==> src/rtl/demux_pkg.sv <==
// Shared sizing, mode encoding and pointer helper for the 1-to-4 stream demux.
package demux_pkg;

  localparam int unsigned N_OUT = 4;
  localparam int unsigned SEL_W = 2;
  localparam int unsigned CNT_W = 16;

  typedef enum logic {
    MODE_SEL = 1'b0,
    MODE_RR  = 1'b1
  } mode_e;

  typedef logic [SEL_W-1:0] slot_idx_t;

  // Round-robin successor; the 2-bit result wraps 3 -> 0 naturally.
  function automatic slot_idx_t rr_next(input slot_idx_t p);
    return slot_idx_t'(p + slot_idx_t'(1));
  endfunction

endpackage

==> src/rtl/stream_demux_1_4_if.sv <==
// Stream bundle between one source and four consumers of the demux.
interface stream_demux_1_4_if
  import demux_pkg::*;
#(
  parameter int unsigned WIDTH = 8
);

  logic [WIDTH-1:0]       in_data;
  logic                   in_valid;
  logic                   in_ready;
  logic                   sel_mode;
  logic [SEL_W-1:0]       sel;
  logic [N_OUT*WIDTH-1:0] out_data;
  logic [N_OUT-1:0]       out_valid;
  logic [N_OUT-1:0]       out_ready;

  modport master (
    output in_data, in_valid, sel_mode, sel, out_ready,
    input  in_ready, out_data, out_valid
  );

  modport slave (
    input  in_data, in_valid, sel_mode, sel, out_ready,
    output in_ready, out_data, out_valid
  );

endinterface

==> src/rtl/demux_out_slot.sv <==
// One output register of the demux: load, drain, valid flag.
// Optional per-slot accepted-beat counter when DEMUX_CNT_EN is defined.
module demux_out_slot
  import demux_pkg::*;
#(
  parameter int unsigned WIDTH = 8
) (
  input  logic             clk,
  input  logic             rst_n,
  input  logic             load_i,
  input  logic [WIDTH-1:0] data_i,
  input  logic             drain_i,
  output logic [WIDTH-1:0] data_o,
  output logic             valid_o
`ifdef DEMUX_CNT_EN
  ,
  output logic [CNT_W-1:0] cnt_o
`endif
);

  logic [WIDTH-1:0] data_q, data_d;
  logic             valid_q, valid_d;

  // A load wins over a drain so a simultaneous drain+fill keeps valid high.
  always_comb begin
    data_d  = data_q;
    valid_d = valid_q;
    if (valid_q && drain_i) begin
      valid_d = 1'b0;
    end
    if (load_i) begin
      valid_d = 1'b1;
      data_d  = data_i;
    end
  end

  always_ff @(posedge clk) begin
    if (!rst_n) begin
      data_q  <= '0;
      valid_q <= 1'b0;
    end else begin
      data_q  <= data_d;
      valid_q <= valid_d;
    end
  end

  assign data_o  = data_q;
  assign valid_o = valid_q;

`ifdef DEMUX_CNT_EN
  logic [CNT_W-1:0] cnt_q, cnt_d;

  always_comb begin
    cnt_d = cnt_q;
    if (load_i) begin
      cnt_d = CNT_W'(cnt_q + CNT_W'(1));
    end
  end

  always_ff @(posedge clk) begin
    if (!rst_n) begin
      cnt_q <= '0;
    end else begin
      cnt_q <= cnt_d;
    end
  end

  assign cnt_o = cnt_q;
`endif

endmodule

==> src/rtl/stream_demux_1_4.sv <==
// 1-to-4 stream demultiplexer, routing by sel or strict round-robin.
// Define DEMUX_CNT_EN to add the beat_cnt per-slot accepted-beat counters.
module stream_demux_1_4
  import demux_pkg::*;
#(
  parameter int unsigned WIDTH = 8
) (
  input  logic                     clk,
  input  logic                     rst_n,
  stream_demux_1_4_if.slave        bus
`ifdef DEMUX_CNT_EN
  ,
  output logic [N_OUT*CNT_W-1:0]   beat_cnt
`endif
);

  mode_e                  mode_c;
  slot_idx_t              dest_c;
  slot_idx_t              rr_ptr_q, rr_ptr_d;
  logic                   in_ready_c;
  logic                   accept_c;
  logic [N_OUT-1:0]       load_c;
  logic [N_OUT-1:0]       slot_valid;
  logic [N_OUT*WIDTH-1:0] slot_data;

  // Destination decode; round-robin never skips, so a full target stalls.
  always_comb begin
    mode_c = mode_e'(bus.sel_mode);
    dest_c = (mode_c == MODE_RR) ? rr_ptr_q : bus.sel;
  end

  assign in_ready_c = rst_n & (~slot_valid[dest_c] | bus.out_ready[dest_c]);
  assign accept_c   = bus.in_valid & in_ready_c;

  always_comb begin
    load_c = '0;
    if (accept_c) begin
      load_c[dest_c] = 1'b1;
    end
  end

  // Pointer only moves on a beat accepted in round-robin mode.
  always_comb begin
    rr_ptr_d = rr_ptr_q;
    if (accept_c && (mode_c == MODE_RR)) begin
      rr_ptr_d = rr_next(rr_ptr_q);
    end
  end

  always_ff @(posedge clk) begin
    if (!rst_n) begin
      rr_ptr_q <= '0;
    end else begin
      rr_ptr_q <= rr_ptr_d;
    end
  end

  for (genvar k = 0; k < N_OUT; k++) begin : g_slot
    demux_out_slot #(
      .WIDTH (WIDTH)
    ) u_slot (
      .clk     (clk),
      .rst_n   (rst_n),
      .load_i  (load_c[k]),
      .data_i  (bus.in_data),
      .drain_i (bus.out_ready[k]),
      .data_o  (slot_data[k*WIDTH +: WIDTH]),
      .valid_o (slot_valid[k])
`ifdef DEMUX_CNT_EN
      ,
      .cnt_o   (beat_cnt[k*CNT_W +: CNT_W])
`endif
    );
  end

  assign bus.in_ready  = in_ready_c;
  assign bus.out_data  = slot_data;
  assign bus.out_valid = slot_valid;

endmodule

==> src/flat_wrapper.sv <==
// flat-port wrapper written by rule: the top's interface ports become plain ports
module stream_demux_1_4_flat import demux_pkg::*;
#(
  parameter int unsigned WIDTH = 8
)
  (clk, rst_n, bus_in_data, bus_in_valid, bus_sel_mode, bus_sel, bus_out_ready, bus_in_ready, bus_out_data, bus_out_valid);
  stream_demux_1_4_if #(.WIDTH(WIDTH)) bus_i ();
  input  logic clk;
  input  logic rst_n;
  input wire logic [$bits(bus_i.in_data)-1:0] bus_in_data;
  input wire logic [$bits(bus_i.in_valid)-1:0] bus_in_valid;
  input wire logic [$bits(bus_i.sel_mode)-1:0] bus_sel_mode;
  input wire logic [$bits(bus_i.sel)-1:0] bus_sel;
  input wire logic [$bits(bus_i.out_ready)-1:0] bus_out_ready;
  output wire logic [$bits(bus_i.in_ready)-1:0] bus_in_ready;
  output wire logic [$bits(bus_i.out_data)-1:0] bus_out_data;
  output wire logic [$bits(bus_i.out_valid)-1:0] bus_out_valid;
  assign bus_i.in_data = bus_in_data;
  assign bus_i.in_valid = bus_in_valid;
  assign bus_i.sel_mode = bus_sel_mode;
  assign bus_i.sel = bus_sel;
  assign bus_i.out_ready = bus_out_ready;
  assign bus_in_ready = bus_i.in_ready;
  assign bus_out_data = bus_i.out_data;
  assign bus_out_valid = bus_i.out_valid;
  stream_demux_1_4 #(.WIDTH(WIDTH)) u_core (.clk(clk), .rst_n(rst_n), .bus(bus_i));
endmodule
==> config.mk <==
export PLATFORM = sky130hd
export DESIGN_NAME = stream_demux_1_4_flat
export DESIGN_NICKNAME = d
export VERILOG_FILES = /design/src/rtl/demux_pkg.sv /design/src/rtl/stream_demux_1_4_if.sv /design/src/rtl/demux_out_slot.sv /design/src/rtl/stream_demux_1_4.sv /design/src/flat_wrapper.sv
export SDC_FILE = /design/constraint.sdc
export NUM_CORES = 1
export LEC_CHECK = 0
export ABC_AREA = 1
export ABC_CLOCK_PERIOD_IN_PS = 2000
export CAP_MARGIN = 20
export CORE_MARGIN = 2
export CORE_UTILIZATION = 46
export DETAILED_ROUTE_END_ITERATION = 12
export PLACE_DENSITY = 0.78
export SYNTH_ARGS = -nofsm -noshare
export SYNTH_HDL_FRONTEND = slang
export SYNTH_SLANG_ARGS = --single-unit
export TNS_END_PERCENT = 50
==> constraint.sdc <==
create_clock -name clk -period 2 [get_ports clk]
set_clock_uncertainty 0.1 [all_clocks]
set_input_delay 0.6 -clock clk [delete_from_list [all_inputs] [get_ports clk]]
set_output_delay 0.6 -clock clk [all_outputs]
set_load 0.02 [all_outputs]
==> results by group, run 1 <==
Status
  – Status: finished, violations left
  – Failing checks: negative setup slack

STA
  – Final slew viol count: 0
  – Max_slew headroom: 68.7%
  – Setup TNS: -0.485 ns
  – Crit path time final: 2.12 ns
  – Setup-failing EPs final: 22
  – RSZ-0062 raised after global routing: yes
  – Worst-Margin Slew: 0.470 ns
  – Worst setup margin: -0.123 ns
  – Final hold violation count: 0
  – Final Cycle Share: 106%
  – Max Freq: 471 MHz

Final layout
  – Design area: 2620 sq um
  – Fin nets: 358
  – Share of cells above drive strength 1: 13.5%
  – P&R area growth vs syn: 43.3%
  – Inserted Diodes: 0

Synthesis
  – Count leader, synth: nand2_1
  – Post-synthesis sequential area ratio: 41.6%
  – Synth area leader: dfxtp_1
  – Synthesized net count: 294
  – Top-area cell type share of the netlist area: 41.6%
  – Number of flops mapped to enable cells by yosys: 0
  – Gate count after technology mapping: 276
  – Synthesized area: 1830 sq um
  – Predominant post-synthesis flop cell: dfxtp_1
  – Largest family of logic cells by synthesized area: simple AND/OR/NAND/NOR gates
  – Average size of a mapped cell: 6.63 sq um
  – Commonest cells in the netlist: nand2_1, nor2_1, inv_1
  – Flops & latches, synth: 38
  – Mux contribution to synthesized area: 0%
  – Top post-synthesis cells by area: dfxtp_1, nand2_1, nor2_1
  – Simple-gate share of the synthesized area: 41.2%
  – Cell variety after synth: 18
  – Post-Synth XOR/XNOR Area: 0%
  – Async SR Flop Fraction: 0%
  – Compound-Gate Fraction of Synth Area: 2.19%
  – Adder-Cell Fraction of Synth Area: 0%
  – Synthesis Warnings: 0

Drt
  – Vias per inst: 4.41
  – Routed wire per std cell: 10.3 um
  – Residual DRC: 0
  – Drt initial violations: 31
  – Antenna-violating nets left: 0
  – Post-Route WL: 4.01 mm
  – Vias: 1716
  – Initial DRT Pass Iterations: 4

Global route
  – Largest net degree at the start of global routing: 40
  – First-pass GRT wire length: 6.69 mm
  – Initial antenna violation count: 0
  – Vias in the first global route: 1586
  – Total grt overflow: 0
  – Total GRT Usage: 19.5%

Worst setup path
  – RR Endpoint: u_core.g_slot[0].u_slot.data_o[6]$_SDFFE_PN0P_
  – Worst Setup EP: bus_in_ready
  – Internal reg-to-reg setup slack: 0.11 ns
  – Critical Path RT: 1.30 ns
  – WP data arrival: 1.42 ns
  – CP Capture Type: output port
  – Crit path kind: input pin to output port
  – Reg2reg path depth: 13
  – FF-to-FF Start: u_core.rr_ptr_q[0]$_SDFFE_PN0P_
  – Crit start category: input pin
  – CP Launch Point: bus_sel_mode
  – Worst-path fanout max: 6

CTS
  – Clock buffer depth: 2
  – H-tree depth: 2
  – Clock Sinks: 38
  – Clock Pin Slew Worst Setup and Hold Paths: 0.07 ns
  – Clk Latency, worst-skew pair: 0.28 ns
  – CTS tree: built
  – Total CTS buffers: 5
  – Clock Tree Root: clkbuf_8
  – Cts hold-fix bufs: 0

Worst hold path
  – Hold crit path type: register to register

Die
  – Die ar.: 4500 sq um
  – Row cnt: 22
  – IO Pins: 55
  – Chip width: 67.1 um
  – Core region area: 3740 sq um
  – Die Y: 67.1 um
  – Starting Density: 48.9%

Placed design
  – Placed Area: 2440 sq um
  – Placement Setup Slack: -1.14 ns
  – I/O Buffers: 54
  – Post-DP HPWL: 2.78 mm
  – RePlAce Congestion: 0.771

Power and ir drop
  – Peak supply drop: 0.638 mV
  – Leak: 1.39 nW
  – P per Cell Area: 632 nW/um^2

Run
  – Number of max-cap violations: 0
[cell families (layout without fill, tap and decap cells)]
| logic type | count (synthesis) | in the layout |
|---|---|---|
| buffers and inverters | 60 | 125 |
| AND/OR/NAND/NOR | 171 | 171 |
| AO/OA/AOI/OAI | 7 | 7 |
| flip-flops | 38 | 38 |
[cell type report]
type	instances	area, sq um
fillers	312	1120
multi-input cells	178	842
flip-flops and latches	38	761
repair buffers	70	674
inverters	47	189
clock buffers	6	82.6
well taps	48	60.1
clock inverters	2	12.5
[state kept, by name, summed over array words and instances (netlist names)]
signal and cells:
u_core.g_slot.u_slot.data_o 32, u_core.g_slot.u_slot.valid_o 4, u_core.rr_ptr_q 2
[stage by stage]
stage	cells	power (mW)	utilization (%)	hold slack (ns)
4_1_cts	389	1.67	68.9	0.393
5_1_grt	389	1.74	70.0	0.425
3_3_place_gp	377	1.11	65.3	0.378
6_report	389	1.66	70.0	0.397
2_1_floorplan	276	0.977	-	0.357
3_5_place_dp	377	1.11	65.3	0.383
[layer usage]
metal	part of all wire (%)	global-route usage (%)	vias to the layer above
met3	9.4	8.61	4
met2	47	33.4	56
met4	0.55	5.87	0
li1	-	-	929
met5	0	0	-
met1	43	21.6	727
[worst min path at each step]
stage / startpoint / end / depth (start not counted)
global route: u_core.g_slot[1].u_slot.valid_o$_SDFFE_PN0P_ / u_core.g_slot[1].u_slot.valid_o$_SDFFE_PN0P_ / 2
finish: u_core.g_slot[1].u_slot.valid_o$_SDFFE_PN0P_ / u_core.g_slot[1].u_slot.valid_o$_SDFFE_PN0P_ / 2
CTS: u_core.g_slot[1].u_slot.valid_o$_SDFFE_PN0P_ / u_core.g_slot[1].u_slot.valid_o$_SDFFE_PN0P_ / 2
global placement: u_core.g_slot[1].u_slot.valid_o$_SDFFE_PN0P_ / u_core.g_slot[1].u_slot.valid_o$_SDFFE_PN0P_ / 2
floorplan: u_core.g_slot[1].u_slot.valid_o$_SDFFE_PN0P_ / u_core.g_slot[1].u_slot.valid_o$_SDFFE_PN0P_ / 2
detailed placement: u_core.g_slot[1].u_slot.valid_o$_SDFFE_PN0P_ / u_core.g_slot[1].u_slot.valid_o$_SDFFE_PN0P_ / 2
[what timing repair did]
item                                    4_1_cts  5_1_grt
setup buffers                                 4        0
endpoints found under the setup margin       42       39
endpoints found under the hold margin         0        0
gates resized for setup                      34       10
pin swaps                                     8        4
[layout by cell type, fill, tap and decap left out, drive strengths merged]
| cell type | count |
|---|---|
| nand2 | 93 |
| nor2 | 68 |
| inv | 46 |
| clkdlybuf4s50 | 40 |
| dfxtp | 38 |
| buf | 20 |
| clkbuf | 6 |
| dlygate4sd2 | 6 |
| nand4 | 6 |
| a21oi | 5 |
| nand3 | 4 |
| dlymetal6s2s | 3 |
| clkinv | 2 |
| o21ai | 1 |
| a31oi | 1 |
| clkinvlp | 1 |
| clkdlybuf4s15 | 1 |
[worst max-delay path, stage by stage]
cell and delay (ns):
buf_12 0.12, nand2_4 0.12, nand3_1 0.10, nand2_1 0.07, nand2_1 0.04, nand2_1 0.07, inv_2 0.05, a21oi_4 0.13
buf_6 0.12
[power breakdown]
part	switching (mW)	internal, mW	leakage (nW)
registers	0.0148	0.785	0.309
logic	0.169	0.141	1.04
clock network	0.270	0.277	0.0472
total	0.454	1.20	1.39
Note: power is estimated with default switching activity, not from simulation.
==> run 2, diff against run 1 <==
- ABC_CLOCK_PERIOD_IN_PS: 2000 -> 1800
- CAP_MARGIN: 20 -> unset
- CORE_UTILIZATION: 46 -> 42
- PLACE_DENSITY: 0.78 -> 0.87
- clock period: 2 -> 1.8 ns (I/O delays scaled with it)
==> results by group, run 2 (synthesis results as in run 1) <==
Status
  – Status: finished, violations left (unchanged)
  – Failing checks: negative setup slack (unchanged)

Power and ir drop
  – Leak: 1.53 nW (was 1.39 nW)
  – P per Cell Area: 664 nW/um^2 (was 632 nW/um^2)
  – Peak supply drop: 0.556 mV (was 0.638 mV)

CTS
  – Clock buffer depth: 2 (unchanged)
  – H-tree depth: 2 (unchanged)
  – Clk Latency, worst-skew pair: 0.29 ns (was 0.28 ns)
  – CTS tree: built (unchanged)
  – Clock Sinks: 38 (unchanged)
  – Clock Tree Root: clkbuf_8 (unchanged)
  – Clock Pin Slew Worst Setup and Hold Paths: 0.07 ns (about the same)
  – Cts hold-fix bufs: 0 (unchanged)
  – Total CTS buffers: 5 (unchanged)

Worst setup path
  – Worst-path fanout max: 2 (was 6)
  – Crit path kind: input pin to output port (unchanged)
  – Crit start category: input pin (unchanged)
  – Critical Path RT: 1.16 ns (was 1.30 ns)
  – CP Capture Type: output port (unchanged)
  – WP data arrival: 1.39 ns (was 1.42 ns)

Global route
  – Vias in the first global route: 1638 (was 1586)
  – Largest net degree at the start of global routing: 40 (unchanged)
  – Total grt overflow: 0 (unchanged)
  – Initial antenna violation count: 0 (unchanged)
  – Total GRT Usage: 19.2% (was 19.5%)
  – First-pass GRT wire length: 7.49 mm (was 6.69 mm)

Drt
  – Vias: 1900 (was 1716)
  – Post-Route WL: 5.22 mm (was 4.01 mm)
  – Drt initial violations: 90 (was 31)
  – Routed wire per std cell: 13.0 um (was 10.3 um)
  – Vias per inst: 4.71 (was 4.41)
  – Residual DRC: 0 (unchanged)
  – Initial DRT Pass Iterations: 4 (unchanged)
  – Antenna-violating nets left: 0 (unchanged)

Final layout
  – FF+latch area: 764 sq um (was 761 sq um)
  – Share of cells above drive strength 1: 19.3% (was 13.5%)
  – Commonest non-fill, non-tap cell in the layout: nand2_1 (unchanged)
  – Design area: 2800 sq um (was 2620 sq um)
  – P&R area growth vs syn: 53.1% (was 43.3%)
  – Area occupied by multi-input gates: 1000 sq um (was 842 sq um)
  – Filler cells: 345 (was 312)
  – Layout Utilization: 68.6% (was 70.0%)
  – Most frequent cells in the layout: nand2_1, nor2_1, inv_1 (unchanged)
  – Max reg flops: 32 (unchanged)
  – Fin nets: 370 (was 358)
  – Inserted Diodes: 0 (unchanged)

Die
  – Chip width: 70.0 um (was 67.1 um)
  – Core region area: 4090 sq um (was 3740 sq um)
  – Die ar.: 4900 sq um (was 4500 sq um)
  – Die Y: 70.0 um (was 67.1 um)
  – Starting Density: 44.8% (was 48.9%)
  – Row cnt: 23 (was 22)
  – IO Pins: 55 (unchanged)

Worst hold path
  – Hold crit path type: register to register (unchanged)

STA
  – Max Freq: 492 MHz
  – Crit path time final: 2.03 ns
  – Worst setup margin: -0.231 ns (was -0.123 ns)
  – Max_slew headroom: 73.8% (was 68.7%)
  – Final hold violation count: 0 (unchanged)
  – Final slew viol count: 0 (unchanged)
  – RSZ-0062 raised after global routing: yes (unchanged)
  – Worst-Margin Slew: 0.393 ns (was 0.470 ns)
  – Setup-failing EPs final: 34 (was 22)
  – Final Cycle Share: 113%

Placed design
  – RePlAce Congestion: 0.896 (was 0.771)
  – Placed Area: 2520 sq um (was 2440 sq um)
  – I/O Buffers: 54 (unchanged)
  – Post-DP HPWL: 3.23 mm (was 2.78 mm)

Run
  – Number of max-cap violations: 0 (unchanged)
## run 2: final timing paths
path	start	end	slack, ns	cells after the start
setup / recovery	rst_n	bus_in_ready	-0.23	4
hold / removal	u_core.g_slot[0].u_slot.data_o[2]$_SDFFE_PN0P_	u_core.g_slot[0].u_slot.data_o[2]$_SDFFE_PN0P_	0.41	4
setup reg to reg	u_core.rr_ptr_q[0]$_SDFFE_PN0P_	u_core.g_slot[2].u_slot.data_o[4]$_SDFFE_PN0P_	-0.09	13
hold reg to reg	u_core.g_slot[0].u_slot.data_o[2]$_SDFFE_PN0P_	u_core.g_slot[0].u_slot.data_o[2]$_SDFFE_PN0P_	0.41	4
## run 2: power by group
group | internal, mW | total, mW | switching [mW]
Clock | 0.273 | 0.586 | 0.313
Combinational | 0.158 | 0.386 | 0.228
Sequential | 0.871 | 0.889 | 0.0175
## run 2: worst max-delay path, cell delays in order
cell and delay (ns):
clkdlybuf4s50_1 0.51, inv_1 0.09, a21oi_4 0.12, buf_6 0.13
## run 2: area by class of cell
class	count	share of cell area (%)
Clock buffer	6	2.59
Clock inverter	2	0.491
Inverter	47	6.88
Multi-Input combinational cell	184	35.9
Sequential cell	38	27.3
Tap cell	50	2.23
Timing Repair Buffer	76	24.7
## run 2: through the flow
stage	total power, mW	setup TNS, ns	hold WS, ns	setup WS [ns]	cells
2_1_floorplan	1.09	-0.0421	0.357	-0.0421	276
5_1_grt	1.94	-6.37	0.439	-0.279	403
3_3_place_gp	1.25	-28.20	0.396	-1.18	381
3_5_place_dp	1.26	-31.33	0.402	-1.23	381
4_1_cts	1.82	-6.06	0.410	-0.213	392
6_report	1.86	-2.75	0.411	-0.231	403
## run 2: routing by layer
metal,part of all wire [%],GRT usage [%],up-vias
met5,0,0,-
met4,1.3,7.48,0
met3,7.2,7.50,8
met2,50,33.5,49
met1,41,20.7,869
li1,-,-,974
## run 2: what timing repair did
item                       CTS  global route
gates cloned                 0             6
gates resized for setup     70            21
setup endpoints to repair   75            39
pin swaps                    9             4
buffers inserted             4             6
==> run 3, diff against run 2 <==
- TNS_END_PERCENT: 50 -> 20
==> results by group, run 3 (synthesis results as in run 1) <==
Status
  – Status: finished, violations left (unchanged)
  – Failing checks: negative setup slack (unchanged)

Placed design
  – RePlAce Congestion: 0.896 (unchanged)
  – Placed cell count: 381 (unchanged)
  – I/O Buffers: 54 (unchanged)
  – Post-DP HPWL: 3.23 mm (unchanged)

STA
  – Crit path time final: 2.02 ns (was 2.03 ns)
  – Worst-Margin Slew: 0.389 ns (was 0.393 ns)
  – Final Cycle Share: 112% (was 113%)
  – Setup-failing EPs final: 33 (was 34)
  – Worst setup margin: -0.223 ns (was -0.231 ns)
  – RSZ-0062 raised after global routing: yes (unchanged)
  – Max Freq: 494 MHz (was 492 MHz)
  – Setup TNS: -2.34 ns (was -2.75 ns)
  – Final slew viol count: 0 (unchanged)
  – Hold Slack: 0.411 ns (about the same)
  – Final hold violation count: 0 (unchanged)
  – Max_slew headroom: 74.0% (was 73.8%)

Drt
  – Antenna-violating nets left: 0 (unchanged)
  – Routed wire per std cell: 13.0 um (about the same)
  – Post-Route WL: 5.20 mm (was 5.22 mm)
  – Vias: 1910 (was 1900)
  – Residual DRC: 0 (unchanged)
  – Initial DRT Pass Iterations: 4 (unchanged)
  – Drt initial violations: 76 (was 90)
  – Vias per inst: 4.76 (was 4.71)

Worst setup path
  – Worst-path fanout max: 2 (unchanged)
  – WP data arrival: 1.38 ns (was 1.39 ns)
  – Critical Path RT: 1.16 ns (about the same)
  – Crit start category: input pin (unchanged)
  – CP Capture Type: output port (unchanged)
  – Crit path kind: input pin to output port (unchanged)
  – CP max stage delay: 0.50 ns (was 0.51 ns)
  – CP cell instances: clkdlybuf4s50_1, inv_1, a21oi_4, buf_6 (unchanged)
  – Slowest cell on the critical path: clkdlybuf4s50_1 (unchanged)

Global route
  – First-pass GRT wire length: 7.49 mm (unchanged)
  – Total grt overflow: 0 (unchanged)
  – Total GRT Usage: 19.2% (unchanged)
  – Largest net degree at the start of global routing: 40 (unchanged)
  – Vias in the first global route: 1638 (unchanged)
  – Initial antenna violation count: 0 (unchanged)

Die
  – Die Y: 70.0 um (unchanged)
  – Core region area: 4090 sq um (unchanged)
  – Chip width: 70.0 um (unchanged)
  – Row cnt: 23 (unchanged)
  – Die ar.: 4900 sq um (unchanged)
  – Starting Density: 44.8% (unchanged)
  – IO Pins: 55 (unchanged)

Final layout
  – Most frequent cells in the layout: nand2_1, nor2_1, inv_1 (unchanged)
  – Fin nets: 368 (was 370)
  – P&R area growth vs syn: 51.4% (was 53.1%)
  – Commonest non-fill, non-tap cell in the layout: nand2_1 (unchanged)
  – Layout Utilization: 67.8% (was 68.6%)
  – Max reg flops: 32 (unchanged)
  – Inserted Diodes: 0 (unchanged)
  – Filler cells: 349 (was 345)
  – Share of cells above drive strength 1: 18.5% (was 19.3%)
  – Fin cells: 401 (was 403)

CTS
  – CTS tree: built (unchanged)
  – H-tree depth: 2 (unchanged)
  – Clock Tree Root: clkbuf_8 (unchanged)
  – Cts hold-fix bufs: 0 (unchanged)
  – Clk Latency, worst-skew pair: 0.30 ns (was 0.29 ns)
  – Clock Sinks: 38 (unchanged)
  – Clock Pin Slew Worst Setup and Hold Paths: 0.07 ns (about the same)
  – Total CTS buffers: 5 (unchanged)
  – Clock buffer depth: 2 (unchanged)

Worst hold path
  – Hold crit path type: register to register (unchanged)

Power and ir drop
  – Power Total: 1.86 mW (about the same)
  – Peak supply drop: 0.563 mV (was 0.556 mV)
  – Leak: 1.53 nW (about the same)
  – P per Cell Area: 671 nW/um^2 (was 664 nW/um^2)

Run
  – Number of max-cap violations: 0 (unchanged)
==> run 3: worst max-delay path, delay by kind of cell <==
| family | cells | cell delay, ns |
|---|---|---|
| buf+inv | 3 | 0.72 |
| compound gates | 1 | 0.12 |
==> run 3: area by class of cell <==
| cell class | count | area (sq um) | area share (%) |
|---|---|---|---|
| inverter | 47 | 193 | 6.96 |
| timing repair buffer | 74 | 668 | 24.1 |
| sequential | 38 | 764 | 27.6 |
| tap | 50 | 62.6 | 2.26 |
| clock buffer | 6 | 72.6 | 2.62 |
| clock inverter | 2 | 13.8 | 0.497 |
| multi-input combinational | 184 | 995 | 35.9 |
==> run 3: worst paths after layout <==
path	startpoint	to	slack [ns]	cells past startpoint
min	u_core.g_slot[0].u_slot.data_o[2]$_SDFFE_PN0P_	u_core.g_slot[0].u_slot.data_o[2]$_SDFFE_PN0P_	0.41	4
max reg2reg	u_core.rr_ptr_q[0]$_SDFFE_PN0P_	u_core.g_slot[2].u_slot.data_o[3]$_SDFFE_PN0P_	-0.11	14
min reg2reg	u_core.g_slot[0].u_slot.data_o[2]$_SDFFE_PN0P_	u_core.g_slot[0].u_slot.data_o[2]$_SDFFE_PN0P_	0.41	4
max	rst_n	bus_in_ready	-0.22	4
==> run 3: timing repair <==
| action | 4_1_cts | 5_1_grt |
|---|---|---|
| pin swaps | 9 | 4 |
| gates resized for setup | 70 | 17 |
| gates cloned | 0 | 6 |
| buffers inserted | 4 | 4 |
| setup endpoints to repair | 75 | 39 |
==> run 3: where the power goes <==
| part | internal [mW] | switching, mW | total, mW |
|---|---|---|---|
| Combinational | 0.155 | 0.225 | 0.380 |
| Sequential | 0.871 | 0.0173 | 0.889 |
| Clock | 0.273 | 0.317 | 0.590 |
| Total | 1.30 | 0.560 | 1.86 |
==> run 3: stage by stage <==
stage / instance area (sq um) / setup slack, ns
CTS: 2590 / -0.213
global route: 2770 / -0.279
global placement: 2520 / -1.18
finish: 2770 / -0.223
detailed placement: 2520 / -1.23
floorplan: 1880 / -0.0421
==> run 3: per-layer routing <==
metal | vias up | global-route usage (%) | part of all wire [%]
met5 | - | 0 | 0
met4 | 0 | 7.48 | 1.5
met3 | 10 | 7.50 | 8.5
met2 | 67 | 33.5 | 49
met1 | 856 | 20.7 | 41
li1 | 977 | - | -
